[src/rtl/list_sum_sequencer_pkg.sv]
// Shared definitions for the linked-list summing controller: state encoding
// and the datapath select constants used by both controller and datapath.
package list_sum_sequencer_pkg;

    typedef enum logic [2:0] {
        ST_IDLE  = 3'd0,
        ST_CLEAR = 3'd1,
        ST_ADD   = 3'd2,
        ST_LINK  = 3'd3,
        ST_CHECK = 3'd4,
        ST_DONE  = 3'd5,
        ST_ERR   = 3'd6
    } state_e;

    localparam logic SEL_ADDR_VALUE = 1'b0;
    localparam logic SEL_ADDR_LINK  = 1'b1;
    localparam logic SEL_SUM_CLEAR  = 1'b0;
    localparam logic SEL_SUM_ACC    = 1'b1;
    localparam logic SEL_NEXT_CLEAR = 1'b0;
    localparam logic SEL_NEXT_MEM   = 1'b1;

    // States in which a new run may be requested and launched.
    function automatic logic is_idle_like(input state_e s);
        logic r;
        case (s)
            ST_IDLE, ST_DONE, ST_ERR: r = 1'b1;
            default:                  r = 1'b0;
        endcase
        return r;
    endfunction

endpackage

[src/rtl/list_sum_sequencer_rise_detect.sv]
// Rising-edge detector for the start switch; the previous level is registered
// and reset high so a switch already on at reset release is not taken as an edge.
module rise_detect (
    input  logic clk,
    input  logic rst,
    input  logic sig_i,
    output logic rise_o
);

    logic prev_q;

    // Previous-level register for edge detection.
    always_ff @(posedge clk) begin
        if (!rst) begin
            prev_q <= 1'b1;
        end else begin
            prev_q <= sig_i;
        end
    end

    assign rise_o = sig_i & ~prev_q;

endmodule

[src/rtl/list_sum_sequencer.sv]
// Step-gated controller for the linked-list summing datapath: sequences clear,
// add and link steps per node, counts nodes and flags over-long or cyclic lists.
module list_sum_sequencer
    import list_sum_sequencer_pkg::*;
#(
    parameter int MAX_NODES = 255,
    parameter int CNT_W     = 8
) (
    input  logic             clk,
    input  logic             rst,
    input  logic             step_en,
    input  logic             start,
    input  logic             abort,
    input  logic             next_zero,
    output logic             LOAD_SUM,
    output logic             LOAD_NEXT,
    output logic             SUM_SEL,
    output logic             NEXT_SEL,
    output logic             ADDR_SEL,
    output logic             busy,
    output logic             DONE,
    output logic             err,
    output logic [CNT_W-1:0] node_cnt
);

    state_e           state_q, state_d;
    logic             pend_q, pend_d;
    logic [CNT_W-1:0] cnt_q, cnt_d;
    logic             start_rise;
    logic             idle_like;
    logic             load_sum_dec, load_next_dec;
    logic             sum_sel_dec, next_sel_dec, addr_sel_dec;
    logic             busy_dec, done_dec, err_dec;

    rise_detect u_rise (
        .clk    (clk),
        .rst    (rst),
        .sig_i  (start),
        .rise_o (start_rise)
    );

    assign idle_like = is_idle_like(state_q);

    // Next-state logic; abort is not step-gated and overrides any transition.
    always_comb begin
        state_d = state_q;
        if (abort) begin
            state_d = ST_IDLE;
        end else if (step_en) begin
            case (state_q)
                ST_IDLE, ST_DONE, ST_ERR: begin
                    if (pend_q) begin
                        state_d = ST_CLEAR;
                    end else begin
                        state_d = state_q;
                    end
                end
                ST_CLEAR: state_d = ST_ADD;
                ST_ADD:   state_d = ST_LINK;
                ST_LINK:  state_d = ST_CHECK;
                ST_CHECK: begin
                    if (next_zero) begin
                        state_d = ST_DONE;
                    end else if (cnt_q == CNT_W'(MAX_NODES)) begin
                        state_d = ST_ERR;
                    end else begin
                        state_d = ST_ADD;
                    end
                end
                default:  state_d = ST_IDLE;
            endcase
        end else begin
            state_d = state_q;
        end
    end

    // Pending-start flag: an edge seen between runs waits here for the next step.
    always_comb begin
        pend_d = pend_q;
        if (abort) begin
            pend_d = 1'b0;
        end else if (idle_like && step_en && pend_q) begin
            pend_d = 1'b0;
        end else if (idle_like && start_rise) begin
            pend_d = 1'b1;
        end else begin
            pend_d = pend_q;
        end
    end

    // Node counter; the CHECK limit test keeps it from ever passing MAX_NODES.
    always_comb begin
        cnt_d = cnt_q;
        if (!abort && step_en && (state_q == ST_CLEAR)) begin
            cnt_d = {CNT_W{1'b0}};
        end else if (!abort && step_en && (state_q == ST_ADD)) begin
            cnt_d = cnt_q + CNT_W'(1);
        end else begin
            cnt_d = cnt_q;
        end
    end

    // Moore output decode of the current state.
    always_comb begin
        load_sum_dec  = 1'b0;
        load_next_dec = 1'b0;
        sum_sel_dec   = SEL_SUM_CLEAR;
        next_sel_dec  = SEL_NEXT_CLEAR;
        addr_sel_dec  = SEL_ADDR_VALUE;
        busy_dec      = 1'b0;
        done_dec      = 1'b0;
        err_dec       = 1'b0;
        case (state_q)
            ST_IDLE:  busy_dec = 1'b0;
            ST_CLEAR: begin
                busy_dec      = 1'b1;
                load_sum_dec  = 1'b1;
                load_next_dec = 1'b1;
            end
            ST_ADD: begin
                busy_dec     = 1'b1;
                load_sum_dec = 1'b1;
                sum_sel_dec  = SEL_SUM_ACC;
                addr_sel_dec = SEL_ADDR_VALUE;
            end
            ST_LINK: begin
                busy_dec      = 1'b1;
                load_next_dec = 1'b1;
                next_sel_dec  = SEL_NEXT_MEM;
                addr_sel_dec  = SEL_ADDR_LINK;
            end
            ST_CHECK: busy_dec = 1'b1;
            ST_DONE:  done_dec = 1'b1;
            ST_ERR:   err_dec  = 1'b1;
            default:  busy_dec = 1'b0;
        endcase
    end

    // State, pending-start and node-count registers.
    always_ff @(posedge clk) begin
        if (!rst) begin
            state_q <= ST_IDLE;
            pend_q  <= 1'b0;
            cnt_q   <= {CNT_W{1'b0}};
        end else begin
            state_q <= state_d;
            pend_q  <= pend_d;
            cnt_q   <= cnt_d;
        end
    end

    assign LOAD_SUM  = load_sum_dec & step_en;
    assign LOAD_NEXT = load_next_dec & step_en;
    assign SUM_SEL   = sum_sel_dec;
    assign NEXT_SEL  = next_sel_dec;
    assign ADDR_SEL  = addr_sel_dec;
    assign busy      = busy_dec;
    assign DONE      = done_dec;
    assign err       = err_dec;
    assign node_cnt  = cnt_q;

endmodule

[config.mk]
export PLATFORM = sky130hd
export DESIGN_NAME = list_sum_sequencer
export DESIGN_NICKNAME = d
export VERILOG_FILES = /design/src/rtl/list_sum_sequencer_pkg.sv /design/src/rtl/list_sum_sequencer_rise_detect.sv /design/src/rtl/list_sum_sequencer.sv
export SDC_FILE = /design/constraint.sdc
export NUM_CORES = 1
export LEC_CHECK = 0
export CAP_MARGIN = 10
export CORE_ASPECT_RATIO = 0.9
export CORE_MARGIN = 2
export CORE_UTILIZATION = 47
export DETAILED_ROUTE_END_ITERATION = 7
export PLACE_DENSITY_LB_ADDON = 0.08
export SLEW_MARGIN = 20
export SYNTH_ARGS = -nofsm -noshare
export SYNTH_HDL_FRONTEND = slang
export SYNTH_SLANG_ARGS = --single-unit
export TNS_END_PERCENT = 50
[constraint.sdc]
create_clock -name clk -period 2.05 [get_ports clk]
set_clock_uncertainty 0.05 [all_clocks]
set_input_delay 0.5125 -clock clk [delete_from_list [all_inputs] [get_ports clk]]
set_output_delay 0.5125 -clock clk [all_outputs]
set_load 0.1 [all_outputs]
==> results of run 1 <==
sequential cells by signal (all words and copies together), names as in the netlist:
register	flops
node_cnt	8
pend_q	1
state_q	3
u_rise.prev_q	1
per-layer routing:
layer,vias to the layer above,routed length (um),global-route usage (%)
met5,-,0,0
met2,22,1120,37.4
met3,2,80,2.92
met4,0,18,8.11
li1,437,-,-
met1,426,1070,35.1
metrics by stage:
| stage | TNS, ns | cells | utilization, % | cell area [um^2] | total power, uW |
|---|---|---|---|---|---|
| global placement | -1.04 | 151 | 78.0 | 1300 | 307 |
| detailed placement | -1.39 | 151 | 78.0 | 1300 | 308 |
| finish | 0 | 155 | 80.8 | 1350 | 467 |
| global route | 0 | 155 | 80.8 | 1350 | 486 |
| CTS | 0 | 155 | 80.8 | 1340 | 467 |
| floorplan | -0.455 | 106 | - | 912 | 285 |
worst reg2reg max path: stages (launching register included):
cell	delay (ns)
dfxtp_2	0.40
or3b_1	0.51
or4_1	0.58
a21oi_1	0.18
worst paths after layout:
kind | startpoint | end | slack, ns | depth (start not counted)
worst min-delay path | u_rise.prev_q$_SDFF_PN1_ | pend_q$_SDFFE_PP0P_ | 0.49 | 3
worst max register to register | state_q[2]$_SDFFE_PP0P_ | node_cnt[5]$_SDFFE_PP0P_ | 0.28 | 3
worst min register to register | u_rise.prev_q$_SDFF_PN1_ | pend_q$_SDFFE_PP0P_ | 0.49 | 3
worst max-delay path | abort | node_cnt[5]$_SDFFE_PP0P_ | 0.05 | 4
layout by cell type, fill, tap and decap left out, types with 2 or more instances in the layout:
master / instances
buf_4: 7
dfxtp_1: 11
nor2_2: 2
buf_12: 16
a21oi_1: 10
nand2_1: 4
xnor2_1: 2
nor2_1: 3
nand4b_1: 3
nand3b_1: 2
o211ai_1: 2
clkbuf_4: 3
nor2b_1: 5
inv_1: 5
nand2b_1: 3
or4_1: 4
o21ai_0: 9
clkdlybuf4s50_1: 4
nor3_4: 2
or3_1: 3
o31ai_1: 5
nand3_1: 3
a32o_1: 2
where the power goes:
part	internal (uW)	total (uW)	switching (uW)
logic	24.7	49.7	25.0
clock network	72.2	164	91.4
registers	253	254	1.26
total	349	467	118
layout make-up:
cell class / instances / area (um^2) / share of cell area [%]
clock buffer: 3 / 22.5 / 1.67
clock inverter: 1 / 5.00 / 0.372
inverter: 5 / 18.8 / 1.40
multi-input combinational: 80 / 571 / 42.4
sequential: 13 / 265 / 19.7
tap: 24 / 30.0 / 2.23
timing repair buffer: 29 / 433 / 32.2
logic make-up after synthesis:
family | after synthesis
adders and majority gates | 1
DFF | 13
buffers and inverters | 13
muxes | 2
AOI/OAI and AO/OA | 31
and+or+nand+nor | 43
xor gates and xnor gates | 3
repair_timing:
action / CTS / global route
setup buffers: 0 / 0
gates resized for setup: 6 / 1
pin swaps: 0 / 1
endpoints found under the setup margin: 4 / 5
==> reports/results.tsv, run 1 <==
stage	metric	value	unit
run	max cap viols	0	
logic_synthesis	largest family of logic cells by synthesized area	simple AND/OR/NAND/NOR gates	
grt	pin count of the biggest net entering global routing	17	
floorplan	Die Ht	43.8	um
critical_path	critical path type	input pin to flip-flop	
logic_synthesis	sequential share of the synthesized area	31.5	%
logic_synthesis	syn_area_per_cell	7.79	um^2
grt	global route total overflow	0	
critical_path	crit-path max FO	7	
routing	routed wire length	2280	um
worst_hold_path	worst min-delay path class	flip-flop to flip-flop	
pwr	Max rail drop VDD	470	uV
clock_tree	CTS tree	yes	
logic_synthesis	commonest register cell after synthesis	dfxtp_1	
floorplan	Core Area	1660	um^2
critical_path	slowest stage cell, crit path	or4_1	
timing	final setup violation count	0	
layout	fin nets	139	
logic_synthesis	Syn Inst Count	106	
timing	Slew HR	72.7	%
critical_path	CP bufs+invs	1	
pwr	Leakage	0.000445	uW
layout	share of post-route cells with drive strength above 1	30.5	%
logic_synthesis	count leader, synth	dfxtp_1	
logic_synthesis	simple-gate area share of the yosys netlist	31.1	%
critical_path	CP max stage delay	0.57	ns
logic_synthesis	syn nets	113	
grt	vias in the first global route	837	
critical_path	CP delay by family, top	simple AND/OR/NAND/NOR gates	
logic_synthesis	Yosys reg bits	13	
clock_tree	TritonCTS Buffers	3	
logic_synthesis	FFs w/ async S/R, synth	0	%
timing	slack of the critical path	0.0456	ns
critical_path	Crit. End Element	flip-flop	
timing	Hold Worst Slack	0.490	ns
routing	First-pass DRT Iterations	4	
timing	Worst-Margin Slew	0.409	ns
logic_synthesis	post-synthesis compound-gate area fraction	22.7	%
layout	Antenna diodes	0	
logic_synthesis	Yosys warning count	0	
logic_synthesis	synthesized area	826	um^2
logic_synthesis	Commonest cells post-synth	dfxtp_1 (13), a21oi_1 (10), o21ai_0 (9)	
grt	GRT Util Overall	24.5	%
timing	RSZ-0062 raised after global routing	false	
floorplan	Rows	14	
critical_path	CP required	2.21	ns
timing	final slew viol count	0	
logic_synthesis	Post-synth EDFFs	0	
routing	Remaining DRCs	0	
logic_synthesis	most area-hungry cell type in the Yosys netlist	dfxtp_1	
grt	first-pass GRT wire length	3750	um
floorplan	die area	2110	um^2
layout	fill count	111	
routing	via count	887	
critical_path	type of origin of the critical path	input pin	
run_status	outcome	complete, no violations	
floorplan	Initial Utilization	49.6	%
clock_tree	H-tree levels	1	
critical_path	Worst EP arrival	2.16	ns
clock_tree	Longest Clk Path Bufs	2	
logic_synthesis	largest cells by area after synthesis	dfxtp_1 (32%), a21oi_1 (6.1%), o21ai_0 (5.5%), o31ai_1 (4.5%), nand2b_1 (3.8%)	
placement	dpl ws	-0.202	ns
clock_tree	clk slew on worst S/H paths	0.09	ns
clock_tree	hold buffer count at cts	0	
grt	initial antenna violation count	0	
logic_synthesis	post-synth top area share	31.5	%
timing	Tmin final	2.00	ns
floorplan	die width	48.2	um
timing	fin crit share	97.8	%
clock_tree	CTS root buf	clkbuf_4	
pwr	Power Density	347	nW/um^2
clock_tree	clk sink count	13	
layout	synthesis-to-layout area growth	62.9	%
placement	RePlAce Congestion	0.792	
routing	Wirelength per Cell	14.7	um
routing	Routed Antenna Nets	0	
logic_synthesis	Synth Area in Adders	1.52	%
logic_synthesis	Synth Area in XOR/XNOR	3.18	%
clock_tree	clk_lat worst skew	0.27	ns
routing	vias per cell	5.72	
timing	maximum clock rate	499	MHz
routing	DR iter-0 viols	23	
logic_synthesis	mux cell area share after synthesis	2.58	%
placement	port bufs	21	
floorplan	total I/O pin count	22	
timing	final hold viol count	0	
placement	DPL Wire Length	1630	um
logic_synthesis	post-synth cell types	34	
critical_path	Critical Path, Cell by Cell	clkdlybuf4s50_1 > or3b_1 > or4_1 > a21oi_1	
Power figures use the tool's default switching activity.
==> run 2: changes to the inputs <==
--- a/config.mk
+++ b/config.mk
@@ -7,7 +7,6 @@
 export LEC_CHECK = 0
 export CAP_MARGIN = 10
 export CORE_ASPECT_RATIO = 0.9
-export CORE_MARGIN = 2
 export CORE_UTILIZATION = 47
 export DETAILED_ROUTE_END_ITERATION = 7
 export PLACE_DENSITY_LB_ADDON = 0.08
==> run 2 against run 1 <==
Die area decreased by 8.5%. Cell area increased by 3.3%. Clock power about the same. Largest cell class unchanged. Total power increased by 2.5%. Critical path depth increased by 1. Via count increased by 15%. Cell count increased by 2.6%. Sequential power about the same. Register-to-register slack improved by 0.02 ns. Critical endpoint unchanged. Hold slack got worse by 0.0016 ns. Global-route usage increased by 5.6 points. Count of clock-buffer cells in the layout increased by 1.
==> reports/results.tsv, run 2 (synthesized netlist as in run 1, its figures left out) <==
stage	metric	value	unit	change
layout	Finished Core Util	89.9	%	+9.1 points
placement	DPL Wire Length	1830	um	+12%
run_status	outcome	complete, no violations		
timing	Worst-Margin Slew	0.395	ns	-0.0142 ns
clock_tree	clk slew on worst S/H paths	0.09	ns	about the same
clock_tree	clk_lat worst skew	0.28	ns	about the same
pwr	Power Density	345	nW/um^2	-0.69%
pwr	clock share of power	34.7	%	-0.3 points
routing	DR iter-0 viols	66		+190%
timing	RSZ-0062 raised after global routing	false		
routing	Remaining DRCs	0		unchanged
floorplan	die width	46.2	um	-4.2%
pwr	share of power burned in registers	53.0	%	-1.3 points
floorplan	Initial Utilization	53.4	%	+3.8 points
placement	dpl ws	-0.282	ns	-0.0796 ns
clock_tree	H-tree levels	1		unchanged
routing	Routed Antenna Nets	0		unchanged
routing	vias per cell	6.39		+12%
layout	register area	264	um^2	-0.47%
floorplan	die area	1930	um^2	-8.5%
floorplan	Die Ht	41.8	um	-4.6%
clock_tree	CTS root buf	clkbuf_4		
pwr	Sw Share	25.3	%	+0.16 points
clock_tree	Longest Clk Path Bufs	2		unchanged
placement	RePlAce Congestion	0.824		+4.1%
routing	routed wire length	2930	um	+29%
grt	first-pass GRT wire length	4160	um	+11%
run	max cap viols	0		unchanged
worst_hold_path	worst min-delay path class	flip-flop to flip-flop		
pwr	NetSw	121	uW	+3.2%
timing	final setup violation count	0		unchanged
grt	initial antenna violation count	0		unchanged
timing	Tmin final	1.99	ns	-0.0134 ns
pwr	Tot Pwr	479	uW	+2.5%
timing	slack of the critical path	0.0590	ns	+0.0134 ns
critical_path	Worst EP arrival	2.10	ns	-0.06 ns
layout	share of post-route cells with drive strength above 1	32.8	%	+2.3 points
timing	Setup TNS Final	0	ns	unchanged
layout	most frequent cells in the layout	buf_12 (16), dfxtp_1 (12), buf_4 (12), a21oi_1 (10), o21ai_0 (9)		
critical_path	Crit. End Element	flip-flop		
critical_path	critical path type	input pin to flip-flop		
critical_path	CP required	2.16	ns	-0.05 ns
critical_path	Critical Path, Cell by Cell	clkdlybuf4s50_1 > or3b_4 > buf_4 > o31ai_1 > a21oi_1		
layout	synthesis-to-layout area growth	68.2	%	
pwr	Comb pwr share	12.3	%	+1.7 points
clock_tree	TritonCTS Buffers	3		unchanged
layout	commonest non-fill, non-tap cell in the layout	buf_12		
floorplan	total I/O pin count	22		unchanged
routing	Wirelength per Cell	18.5	um	+25%
timing	maximum clock rate	502	MHz	+0.67%
layout	post-route cell area	1390	um^2	+3.3%
layout	multi-input logic area	573	um^2	+0.44%
layout	max reg flops	8		unchanged
clock_tree	hold buffer count at cts	0		unchanged
floorplan	Core Area	1550	um^2	-7.1%
timing	final hold viol count	0		unchanged
grt	GRT Util Overall	30.1	%	+5.6 points
layout	fill count	71		-36%
layout	Antenna diodes	0		unchanged
pwr	Int Power	358	uW	+2.3%
pwr	Leakage	0.000483	uW	+8.6%
placement	port bufs	21		unchanged
pwr	Max rail drop VDD	513	uV	+9.3%
timing	final slew viol count	0		unchanged
placement	placed cell area	1330	um^2	+2.1%
clock_tree	CTS tree	yes		
clock_tree	clk sink count	13		unchanged
critical_path	type of origin of the critical path	input pin		
critical_path	crit-path max FO	12		+5
routing	via count	1016		+15%
layout	fin nets	145		+4.3%
floorplan	Rows	13		-1
timing	fin crit share	97.1	%	-0.65 points
routing	First-pass DRT Iterations	5		+1
critical_path	CP max stage delay	0.46	ns	-0.11 ns
critical_path	slowest stage cell, crit path	or3b_4		
grt	vias in the first global route	920		+9.9%
grt	pin count of the biggest net entering global routing	17		unchanged
timing	Slew HR	73.5	%	+0.78 points
grt	global route total overflow	0		unchanged
-- run 2: power by group through the flow --
stage	clock (uW)	combinational [uW]	sequential, uW
after floorplan	0	24.4	261
after global placement	0	47.3	261
after detailed placement	0	50.0	261
after CTS	163	54.0	255
after global routing	177	61.5	254
final	166	59.1	254
-- run 2: path summary, 6_finish.rpt --
kind	startpoint	endpoint	slack, ns	cells after the start
worst min register to register	u_rise.prev_q$_SDFF_PN1_	pend_q$_SDFFE_PP0P_	0.49	3
worst max-delay path	abort	node_cnt[5]$_SDFFE_PP0P_	0.06	5
worst min-delay path	u_rise.prev_q$_SDFF_PN1_	pend_q$_SDFFE_PP0P_	0.49	3
worst max register to register	state_q[2]$_SDFFE_PP0P_	node_cnt[5]$_SDFFE_PP0P_	0.30	4
-- run 2: stage by stage --
| step | hold WS (ns) | std cells |
|---|---|---|
| 6_report | 0.489 | 159 |
| 5_1_grt | 0.513 | 159 |
| 4_1_cts | 0.470 | 157 |
| 3_5_place_dp | 0.459 | 153 |
| 3_3_place_gp | 0.453 | 153 |
| 2_1_floorplan | 0.437 | 106 |
-- run 2: metal layers --
layer	track usage (%)	routed length (um)
met1	34.8	1080
met2	49.3	1460
met3	6.96	240
met4	15.9	153
met5	0	0
-- run 2: layout make-up --
cell class / instances / area share, %
multi-input combinational: 80 / 41.3
timing repair buffer: 35 / 34.5
sequential: 13 / 19.0
tap: 22 / 1.98
clock buffer: 4 / 1.89
inverter: 5 / 1.35
-- run 2: repair_timing --
item                       4_1_cts  5_1_grt
resized for setup                4        3
setup endpoints to repair        3        8
cloned                           0        1
buffers inserted                 0        1
-- run 2: worst max-delay path, delay by kind of cell --
| family | cells | cell delay (ns) |
|---|---|---|
| AO/OA/AOI/OAI | 2 | 0.50 |
| AND/OR/NAND/NOR | 1 | 0.46 |
| buffers and inverters | 2 | 0.61 |
==> RTL edit (flow settings as in run 2) <==
The 7 states of `state_e` get a one-hot encoding in 7 bits.
--- a/src/rtl/list_sum_sequencer_pkg.sv
+++ b/src/rtl/list_sum_sequencer_pkg.sv
@@ -2,14 +2,14 @@
 // and the datapath select constants used by both controller and datapath.
 package list_sum_sequencer_pkg;
 
-    typedef enum logic [2:0] {
-        ST_IDLE  = 3'd0,
-        ST_CLEAR = 3'd1,
-        ST_ADD   = 3'd2,
-        ST_LINK  = 3'd3,
-        ST_CHECK = 3'd4,
-        ST_DONE  = 3'd5,
-        ST_ERR   = 3'd6
+    typedef enum logic [6:0] {
+        ST_IDLE  = 7'b0000001,
+        ST_CLEAR = 7'b0000010,
+        ST_ADD   = 7'b0000100,
+        ST_LINK  = 7'b0001000,
+        ST_CHECK = 7'b0010000,
+        ST_DONE  = 7'b0100000,
+        ST_ERR   = 7'b1000000
     } state_e;
 
     localparam logic SEL_ADDR_VALUE = 1'b0;
Formal check against the unedited RTL: no difference found for any inputs over 10 cycles, from zero or initial values and one cycle with rst low; not proved beyond that.
==> RTL edit against run 2 <==
The flow now finishes with violations (negative setup slack); sequential cell count is 4 higher; power is 21% higher; area after synthesis is 24% higher; critical path depth stayed put; setup slack worse by 0.22 ns; final cell count is 15% higher; routed wire length is 16% higher; design area is 22% higher.
==> RTL edit: results (changes against run 2) <==
metric	value	unit	change
P_clk	196	uW	+18%
1st-pass router iterations	4		-1
final-report setup violation count	7		+7
setup ws final	-0.157	ns	-0.216 ns
pin count of the biggest net entering global routing	10		-7
flop2flop setup slack	0.09	ns	-0.21 ns
status	finished with violations		
Tcrit/Tclk final	108	%	+11 points
most common flop cell mapped by yosys	dfxtp_1		
top post-synthesis cells by area	dfxtp_1 (33%), a21oi_1 (4.9%), nor4_4 (4.2%), o21ai_0 (3.4%), xor2_1 (3.4%)		
PwrDens	342	mW/mm^2	-0.86%
Sw Ratio	26.3	%	+0.93 points
Seq/Total Area, Yosys	33.2	%	+1.7 points
mux cell area share after synthesis	1.95	%	-0.62 points
worst reg2reg path startpoint	state_q[0]		
non-filler cells in the finished layout	183		+15%
R2R cell count	6		+2
Clock Latency Late Sink	0.31	ns	+0.03 ns
most instantiated cells after synthesis	dfxtp_1 (17), a21oi_1 (10), nand2_1 (7), o21ai_0 (7), nor2_1 (6)		
number of port buffers	21		unchanged
Critical Path AT	1.64	ns	-0.46 ns
hold_ws	0.448	ns	-0.0410 ns
routability cong.	0.863		+4.8%
Starting DRT DRC Count	24		-64%
number of global-route vias before repair	946		+2.8%
post-DP HPWL	2180	microns	+19%
failing checks	negative setup slack		
Setup crit end	LOAD_SUM		
hold path depth	2		-1
global-route wire length before repair	4640	microns	+11%
synth unique cells	41		+21%
adder-cell share of the synthesized area	1.22	%	-0.29 points
CORE AREA	0.00199	sq mm	+29%
complex-gate fraction of the synthesized area	19.0	%	-3.7 points
Critical Path Source	state_q[4]		
share of cells above drive strength 1	43.7	%	+11 points
fraction of synthesized cell area in xor and xnor cells	4.27	%	+1.1 points
final net count	166		+14%
Total GRT Usage	27.5	%	-2.5 points
worst-path maximum fanout	5		-7
family with the most delay on the worst path	simple AND/OR/NAND/NOR gates		
synthesized net count	124		+9.7%
total leakage power	0.616	nW	+28%
routed vias/inst	5.99		-6.3%
Max stage delay cell, worst path	dfxtp_4		
dpl cell area	0.00156	sq mm	+17%
number of antenna violations at the first check in global routing	0		unchanged
TNS Setup	-0.597	ns	-0.597 ns
[RTL edit: repair_timing]
item / 4_1_cts / 5_1_grt
buffers inserted: 6 / 2
hold buffers: 0 / 0
gates cloned: 0 / 0
pin swaps: 6 / 9
gates resized for setup: 12 / 8
endpoints found under the setup margin: 8 / 12
[RTL edit: cells by family after synthesis]
| logic type | Yosys count |
|---|---|
| compound gates | 30 |
| simple gates | 49 |
| flops | 17 |
| buf+inv | 13 |
| mux | 2 |
| fa+ha+maj | 1 |
| xor+xnor | 5 |
[RTL edit: metal layers]
| metal | global-route usage, % | routed length (microns) |
|---|---|---|
| met5 | 0 | 0 |
| met4 | 8.65 | 68 |
| met3 | 5.94 | 147 |
| met2 | 46.6 | 1720 |
| met1 | 35.4 | 1470 |
[RTL edit: cell type report]
class / count / area (sq um)
Fill cell: 107 / 294
Multi-Input combinational cell: 87 / 693
Timing Repair Buffer: 45 / 562
Tap cell: 25 / 31.3
Inverter: 5 / 18.8
Clock buffer: 4 / 26.3
Sequential cell: 17 / 364
